`src/rtl/perf_counter_bank.sv`:
```
// Multi-channel performance counter bank: per-channel event select, wrap/saturate,
// sticky overflow and threshold flags, masked group commands and indexed shadow readback.
module perf_counter_bank #(
  parameter int NUM_CNT = 4,
  parameter int CNT_W   = 32,
  parameter int NUM_EVT = 8,
  localparam int IDX_W  = (NUM_CNT > 1) ? $clog2(NUM_CNT) : 1,
  localparam int EVT_W  = (NUM_EVT > 1) ? $clog2(NUM_EVT) : 1
) (
  input  logic               clk_i,
  input  logic               reset_ni,
  input  logic [NUM_EVT-1:0] events_i,
  input  logic               cmd_we_i,
  input  logic [NUM_CNT-1:0] cmd_mask_i,
  input  logic               cmd_en_i,
  input  logic               cmd_clear_i,
  input  logic               cmd_save_i,
  input  logic               cfg_we_i,
  input  logic [IDX_W-1:0]   cfg_idx_i,
  input  logic [EVT_W-1:0]   cfg_evt_i,
  input  logic               cfg_sat_i,
  input  logic [CNT_W-1:0]   cfg_thr_i,
  input  logic [IDX_W-1:0]   rd_idx_i,
  output logic [CNT_W-1:0]   rd_cnt_o,
  output logic               rd_ovf_o,
  output logic               rd_thr_o,
  output logic               irq_o
);

  // Event bus padded to the full select range; selects beyond NUM_EVT see a constant 0.
  localparam int EXT_EVT = 1 << EVT_W;

  logic [EXT_EVT-1:0] evt_ext_s;

  logic [CNT_W-1:0]   cnt_q     [NUM_CNT];
  logic [CNT_W-1:0]   cnt_d     [NUM_CNT];
  logic [CNT_W-1:0]   shadow_q  [NUM_CNT];
  logic [CNT_W-1:0]   shadow_d  [NUM_CNT];
  logic [CNT_W-1:0]   thr_q     [NUM_CNT];
  logic [CNT_W-1:0]   thr_d     [NUM_CNT];
  logic [EVT_W-1:0]   evt_sel_q [NUM_CNT];
  logic [EVT_W-1:0]   evt_sel_d [NUM_CNT];
  logic [CNT_W-1:0]   inc_val_s [NUM_CNT];

  logic [NUM_CNT-1:0] en_q, en_d;
  logic [NUM_CNT-1:0] ovf_q, ovf_d;
  logic [NUM_CNT-1:0] hit_q, hit_d;
  logic [NUM_CNT-1:0] sat_q, sat_d;
  logic [NUM_CNT-1:0] inc_s;
  logic [NUM_CNT-1:0] at_max_s;

  logic [CNT_W-1:0]   rd_cnt_q, rd_cnt_d;
  logic               rd_ovf_q, rd_ovf_d;
  logic               rd_thr_q, rd_thr_d;
  logic               irq_q, irq_d;

  // Zero-extend the event bus so any select value indexes a defined bit.
  always_comb begin
    evt_ext_s = '0;
    for (int e = 0; e < NUM_EVT; e++) begin
      evt_ext_s[e] = events_i[e];
    end
  end

  // Per-channel next state: increment, then command (clear wins), then config.
  always_comb begin
    cnt_d     = cnt_q;
    shadow_d  = shadow_q;
    thr_d     = thr_q;
    evt_sel_d = evt_sel_q;
    en_d      = en_q;
    ovf_d     = ovf_q;
    hit_d     = hit_q;
    sat_d     = sat_q;
    inc_s     = '0;
    at_max_s  = '0;
    for (int c = 0; c < NUM_CNT; c++) begin
      inc_s[c]    = en_q[c] & evt_ext_s[evt_sel_q[c]];
      at_max_s[c] = &cnt_q[c];
      if (at_max_s[c]) begin
        inc_val_s[c] = sat_q[c] ? cnt_q[c] : {CNT_W{1'b0}};
      end else begin
        inc_val_s[c] = cnt_q[c] + CNT_W'(1);
      end

      if (inc_s[c]) begin
        cnt_d[c] = inc_val_s[c];
        if (at_max_s[c]) begin
          ovf_d[c] = 1'b1;
        end else begin
          ovf_d[c] = ovf_q[c];
        end
        // A held saturated value is not a new arrival at the threshold.
        if ((inc_val_s[c] == thr_q[c]) && !(at_max_s[c] && sat_q[c])) begin
          hit_d[c] = 1'b1;
        end else begin
          hit_d[c] = hit_q[c];
        end
      end else begin
        cnt_d[c] = cnt_q[c];
      end

      if (cmd_we_i && cmd_mask_i[c]) begin
        en_d[c] = cmd_en_i;
        if (cmd_save_i) begin
          shadow_d[c] = cnt_q[c];
        end else begin
          shadow_d[c] = shadow_q[c];
        end
        if (cmd_clear_i) begin
          cnt_d[c] = {CNT_W{1'b0}};
          ovf_d[c] = 1'b0;
          hit_d[c] = 1'b0;
        end else begin
          en_d[c] = cmd_en_i;
        end
      end else begin
        en_d[c] = en_q[c];
      end

      if (cfg_we_i && (cfg_idx_i == IDX_W'(c))) begin
        evt_sel_d[c] = cfg_evt_i;
        sat_d[c]     = cfg_sat_i;
        thr_d[c]     = cfg_thr_i;
      end else begin
        evt_sel_d[c] = evt_sel_q[c];
      end
    end
  end

  // Readback mux and interrupt; out-of-range indices match no channel and read zero.
  always_comb begin
    rd_cnt_d = '0;
    rd_ovf_d = 1'b0;
    rd_thr_d = 1'b0;
    for (int c = 0; c < NUM_CNT; c++) begin
      rd_cnt_d = rd_cnt_d | ((rd_idx_i == IDX_W'(c)) ? shadow_q[c] : {CNT_W{1'b0}});
      rd_ovf_d = rd_ovf_d | ((rd_idx_i == IDX_W'(c)) & ovf_q[c]);
      rd_thr_d = rd_thr_d | ((rd_idx_i == IDX_W'(c)) & hit_q[c]);
    end
    irq_d = |hit_q;
  end

  // State and output registers.
  always_ff @(posedge clk_i or negedge reset_ni) begin
    if (!reset_ni) begin
      for (int c = 0; c < NUM_CNT; c++) begin
        cnt_q[c]     <= '0;
        shadow_q[c]  <= '0;
        thr_q[c]     <= '0;
        evt_sel_q[c] <= '0;
      end
      en_q     <= '0;
      ovf_q    <= '0;
      hit_q    <= '0;
      sat_q    <= '0;
      rd_cnt_q <= '0;
      rd_ovf_q <= 1'b0;
      rd_thr_q <= 1'b0;
      irq_q    <= 1'b0;
    end else begin
      cnt_q     <= cnt_d;
      shadow_q  <= shadow_d;
      thr_q     <= thr_d;
      evt_sel_q <= evt_sel_d;
      en_q      <= en_d;
      ovf_q     <= ovf_d;
      hit_q     <= hit_d;
      sat_q     <= sat_d;
      rd_cnt_q  <= rd_cnt_d;
      rd_ovf_q  <= rd_ovf_d;
      rd_thr_q  <= rd_thr_d;
      irq_q     <= irq_d;
    end
  end

  assign rd_cnt_o = rd_cnt_q;
  assign rd_ovf_o = rd_ovf_q;
  assign rd_thr_o = rd_thr_q;
  assign irq_o    = irq_q;

endmodule

```
`config.mk`:
```
export PLATFORM = sky130hd
export DESIGN_NAME = perf_counter_bank
export DESIGN_NICKNAME = d
export VERILOG_FILES = /design/src/rtl/perf_counter_bank.sv
export SDC_FILE = /design/constraint.sdc
export NUM_CORES = 1
export LEC_CHECK = 0
export CAP_MARGIN = 20
export CORE_MARGIN = 4
export CORE_UTILIZATION = 29
export DETAILED_ROUTE_END_ITERATION = 7
export PLACE_DENSITY = 0.5
export SYNTH_ARGS = -nofsm -noshare
export SYNTH_HDL_FRONTEND = slang
export SYNTH_SLANG_ARGS = --single-unit
```
`constraint.sdc`:
```
create_clock -name clk_i -period 5.1 [get_ports clk_i]
set_input_delay 1.02 -clock clk_i [delete_from_list [all_inputs] [get_ports clk_i]]
set_output_delay 1.02 -clock clk_i [all_outputs]
set_load 0.01 [all_outputs]
```
==> summary.md <==
| Metric | Value |
|---|---|
| Setup TNS | 0 ns |
| Share of post-route cells with drive strength above 1 | 19.2% |
| Setup Viol. Count Final | 0 |
| Reg2reg path depth | 11 |
| Crit start category | flop |
| Post-CTS Repair Setup Buffers | 0 |
| P per Cell Area | 352 mW/mm^2 |
| Min Tclk post-route | 4.01 ns |
| Die Y | 300 um |
| Post-Synthesis Cells | 2481 |
| DP HPWL | 78.7 mm |
| Worst rel slew slack | 28.9% |
| CP Class | reg2reg |
| Final Routed Wirelength | 107 mm |
| Main combinational cell family by area after synthesis | simple AND/OR/NAND/NOR gates |
| # port buffers | 93 |
| EDFF count, synth | 0 |
| CP max FO | 15 |
| Synth-to-Final Area Change | 16.5% |
| Netlist Area Pre-Place | 0.0248 sq mm |
| Crit path DAT | 4.53 ns |
| Final WS setup | 1.09 ns |
| Overall Power | 10.2 mW |
| Residual DRC | 0 |
| Reg area | 0.0112 sq mm |
| RR Endpoint | hit_q[0] |
| Die Wd | 300 um |
| DIE AREA | 0.0902 sq mm |
| Max Clk Rate | 0.250 GHz |
| Clk Latency, worst-skew pair | 0.62 ns |
| Row cnt | 106 |
| Post-CTS Hold Buffers | 0 |
| Critical Path Start | cnt_q[96] |
| Leading area contributor after synthesis | dfrtp_1 |
| Max-Cap Viols | 0 |
| Fin Clk Skew | 0.0183 ns |
| Final Slew Violations | 0 |
| Iteration-0 DRC Markers | 2570 |
| Clock Sink Count | 447 |
| Clk slew on worst S/H paths | 0.06 ns |
| Post-Synth Adder-Cell Area | 0.202% |
| Synth Warn # | 0 |
| Inserted Clock Buffers | 52 |
| Yosys reg bits | 447 |
| Global route overflow | 0 |
| Area of the multi-input gates | 0.0128 sq mm |
| Drt via density | 5.80 |
| Mux cell area share after synthesis | 16.2% |
| Final core utilization | 34.3% |
| CP Data Required Time | 5.62 ns |
| Global-route wire length before repair | 153 mm |
| H-tree Lvls | 2 |
| Worst path cell trace | ha_1 -> nand3_1 -> or3_1 -> nor3_2 -> buf_4 -> nor2_1 -> xnor2_1 -> o2111ai_1 -> or4b_1 -> or4_1 -> o31ai_1 |
| Clk buf depth | 3 |
| Post-synth ARST share | 100% |
| Ranking of synthesized cells by area | dfrtp_1 (45%), mux2_2 (12%), mux4_2 (3.6%) |
| Synth unique cells | 73 |
| Ports | 94 |
| Synthesized area per cell | 9.98 sq um |
| Simple-Gate Fraction of Synth Area | 17.3% |
| # placed instances | 3597 |
| Worst setup endpoint | hit_q[0] |
| Synth Flop Type | dfrtp_1 |
| Fin. Hold Viols | 0 |
| CORE AREA | 0.0842 sq mm |
| Crit. End Element | flop |
| Routed WL per cell | 28.9 um |
| Hold Path Class | in2async |
| Nets | 2581 |
| Resize count post-CTS | 0 |
| GRT Total Usage | 23.2% |
| CTS root buffer | clkbuf_16 |
| Worst Tran Pin Value | 1.06 ns |
| First drt pass iteration count | 5 |
| DP Worst Slack | 1.06 ns |
| Status | finished clean |
| Initial antenna violation count | 18 |
| Static leakage | 11.6 nW |
| Final cell count without fillers | 3698 |
| Vias in the first global route | 20200 |
| Crit share post-route | 78.6% |
| Vias | 21400 |
| Dpl cell area | 0.0270 sq mm |
| Post-synthesis sequential area ratio | 45.2% |
| Final instance area | 0.0289 sq mm |
| Critical Path Max Stage Delay | 0.58 ns |
| Syn nets | 2544 |
| Gpl congestion | 0.957 |
| Yosys top cell area share | 45.2% |
| Hold WS | 0.381 ns |
| RSZ-0062 raised after global routing | false |
| R2R Setup Slk | 1.09 ns |
| Largest net degree at the start of global routing | 98 |
| Compound-cell area share of the yosys netlist | 13.2% |
| Layout fillers | 8558 |
| Antenna Nets Post-Route | 0 |
| Starting Density | 29.4% |
| Slowest CP cell | or4_1 |
| R2R Path Start | cnt_q[96] |
| CTS tree | built |
| Synth Area in XOR/XNOR | 4.53% |
| Maximum vdd drop | 0.216 mV |
==> where the power goes <==
part | internal [mW] | switching [mW]
registers | 3.90 | 0.539
clock network | 2.36 | 1.62
logic | 0.747 | 1.01
total | 7.01 | 3.17
==> cells in the mapped netlist, types with 23 or more instances <==
library cell and count:
and3_1 52, a21oi_1 161, xor2_1 58, nand2_1 195, nor2_1 191, o21ai_0 127, nor4_1 31, a22oi_1 25
nand3_1 100, mux2_2 263, inv_1 37, and4_1 23, dfrtp_1 447, a311oi_1 35, clkbuf_1 152, mux4_2 40
nand4_1 72, xnor2_1 70, nor3_1 78
==> placed cells by master (no fill, tap or decap), types with 70 or more instances in the layout <==
cell type          n
nand4_1           72
mux2_2           263
dfrtp_1          447
clkdlybuf4s50_1   90
o21ai_0          127
xnor2_1           70
nor3_1            77
nand2_1          195
a21oi_1          160
nor2_1           191
nand3_1           95
==> critical path, delay by kind of cell, from the launching register on <==
family,cells,cell delay (ns)
AOI/OAI and AO/OA,2,0.36
xor gates and xnor gates,1,0.17
adders and majority gates,1,0.29
buffers and inverters,1,0.31
DFF,1,0.48
and+or+nand+nor,6,2.30
==> per-layer routing <==
metal	GRT usage, %	part of all wire, %	vias up
li1	-	-	9271
met5	0	0	-
met4	6.27	2.9	0
met3	3.06	6.8	127
met2	35.4	44	913
met1	34.6	46	11100
==> how the worst min path moves through the flow <==
stage	from	endpoint	slack [ns]	cells after the start
after CTS	reset_ni	thr_q[47]	0.42	1
final	reset_ni	cnt_q[57]	0.38	1
after detailed placement	shadow_q[127]	shadow_q[127]	0.48	2
after global placement	shadow_q[127]	shadow_q[127]	0.47	2
after global routing	reset_ni	cnt_q[57]	0.43	1
after floorplan	shadow_q[35]	shadow_q[35]	0.44	2
==> state kept, by name (all words and copies together), names as in the netlist <==
register,count
cnt_q,128
en_q,4
evt_sel_q,12
hit_q,4
irq_o,1
ovf_q,4
rd_cnt_o,32
rd_ovf_o,1
rd_thr_o,1
sat_q,4
shadow_q,128
thr_q,128
==> cells by family after synthesis <==
family	Yosys count
AO/OA/AOI/OAI	516
XOR/XNOR	128
adder cells (fa/ha/maj)	4
buffers and inverters	217
flip-flops	447
multiplexers	319
AND/OR/NAND/NOR	850
==> cell type report <==
type                       instances  share of cell area [%]
sequential                       447                    38.8
tap                             1134                    4.92
inverter                          37                   0.481
antenna                            6                  0.0520
clock inverter                    25                    1.04
clock buffer                      69                    5.18
multi-input combinational       1817                    44.3
timing repair buffer             163                    5.27
Power figures use the tool's default switching activity.
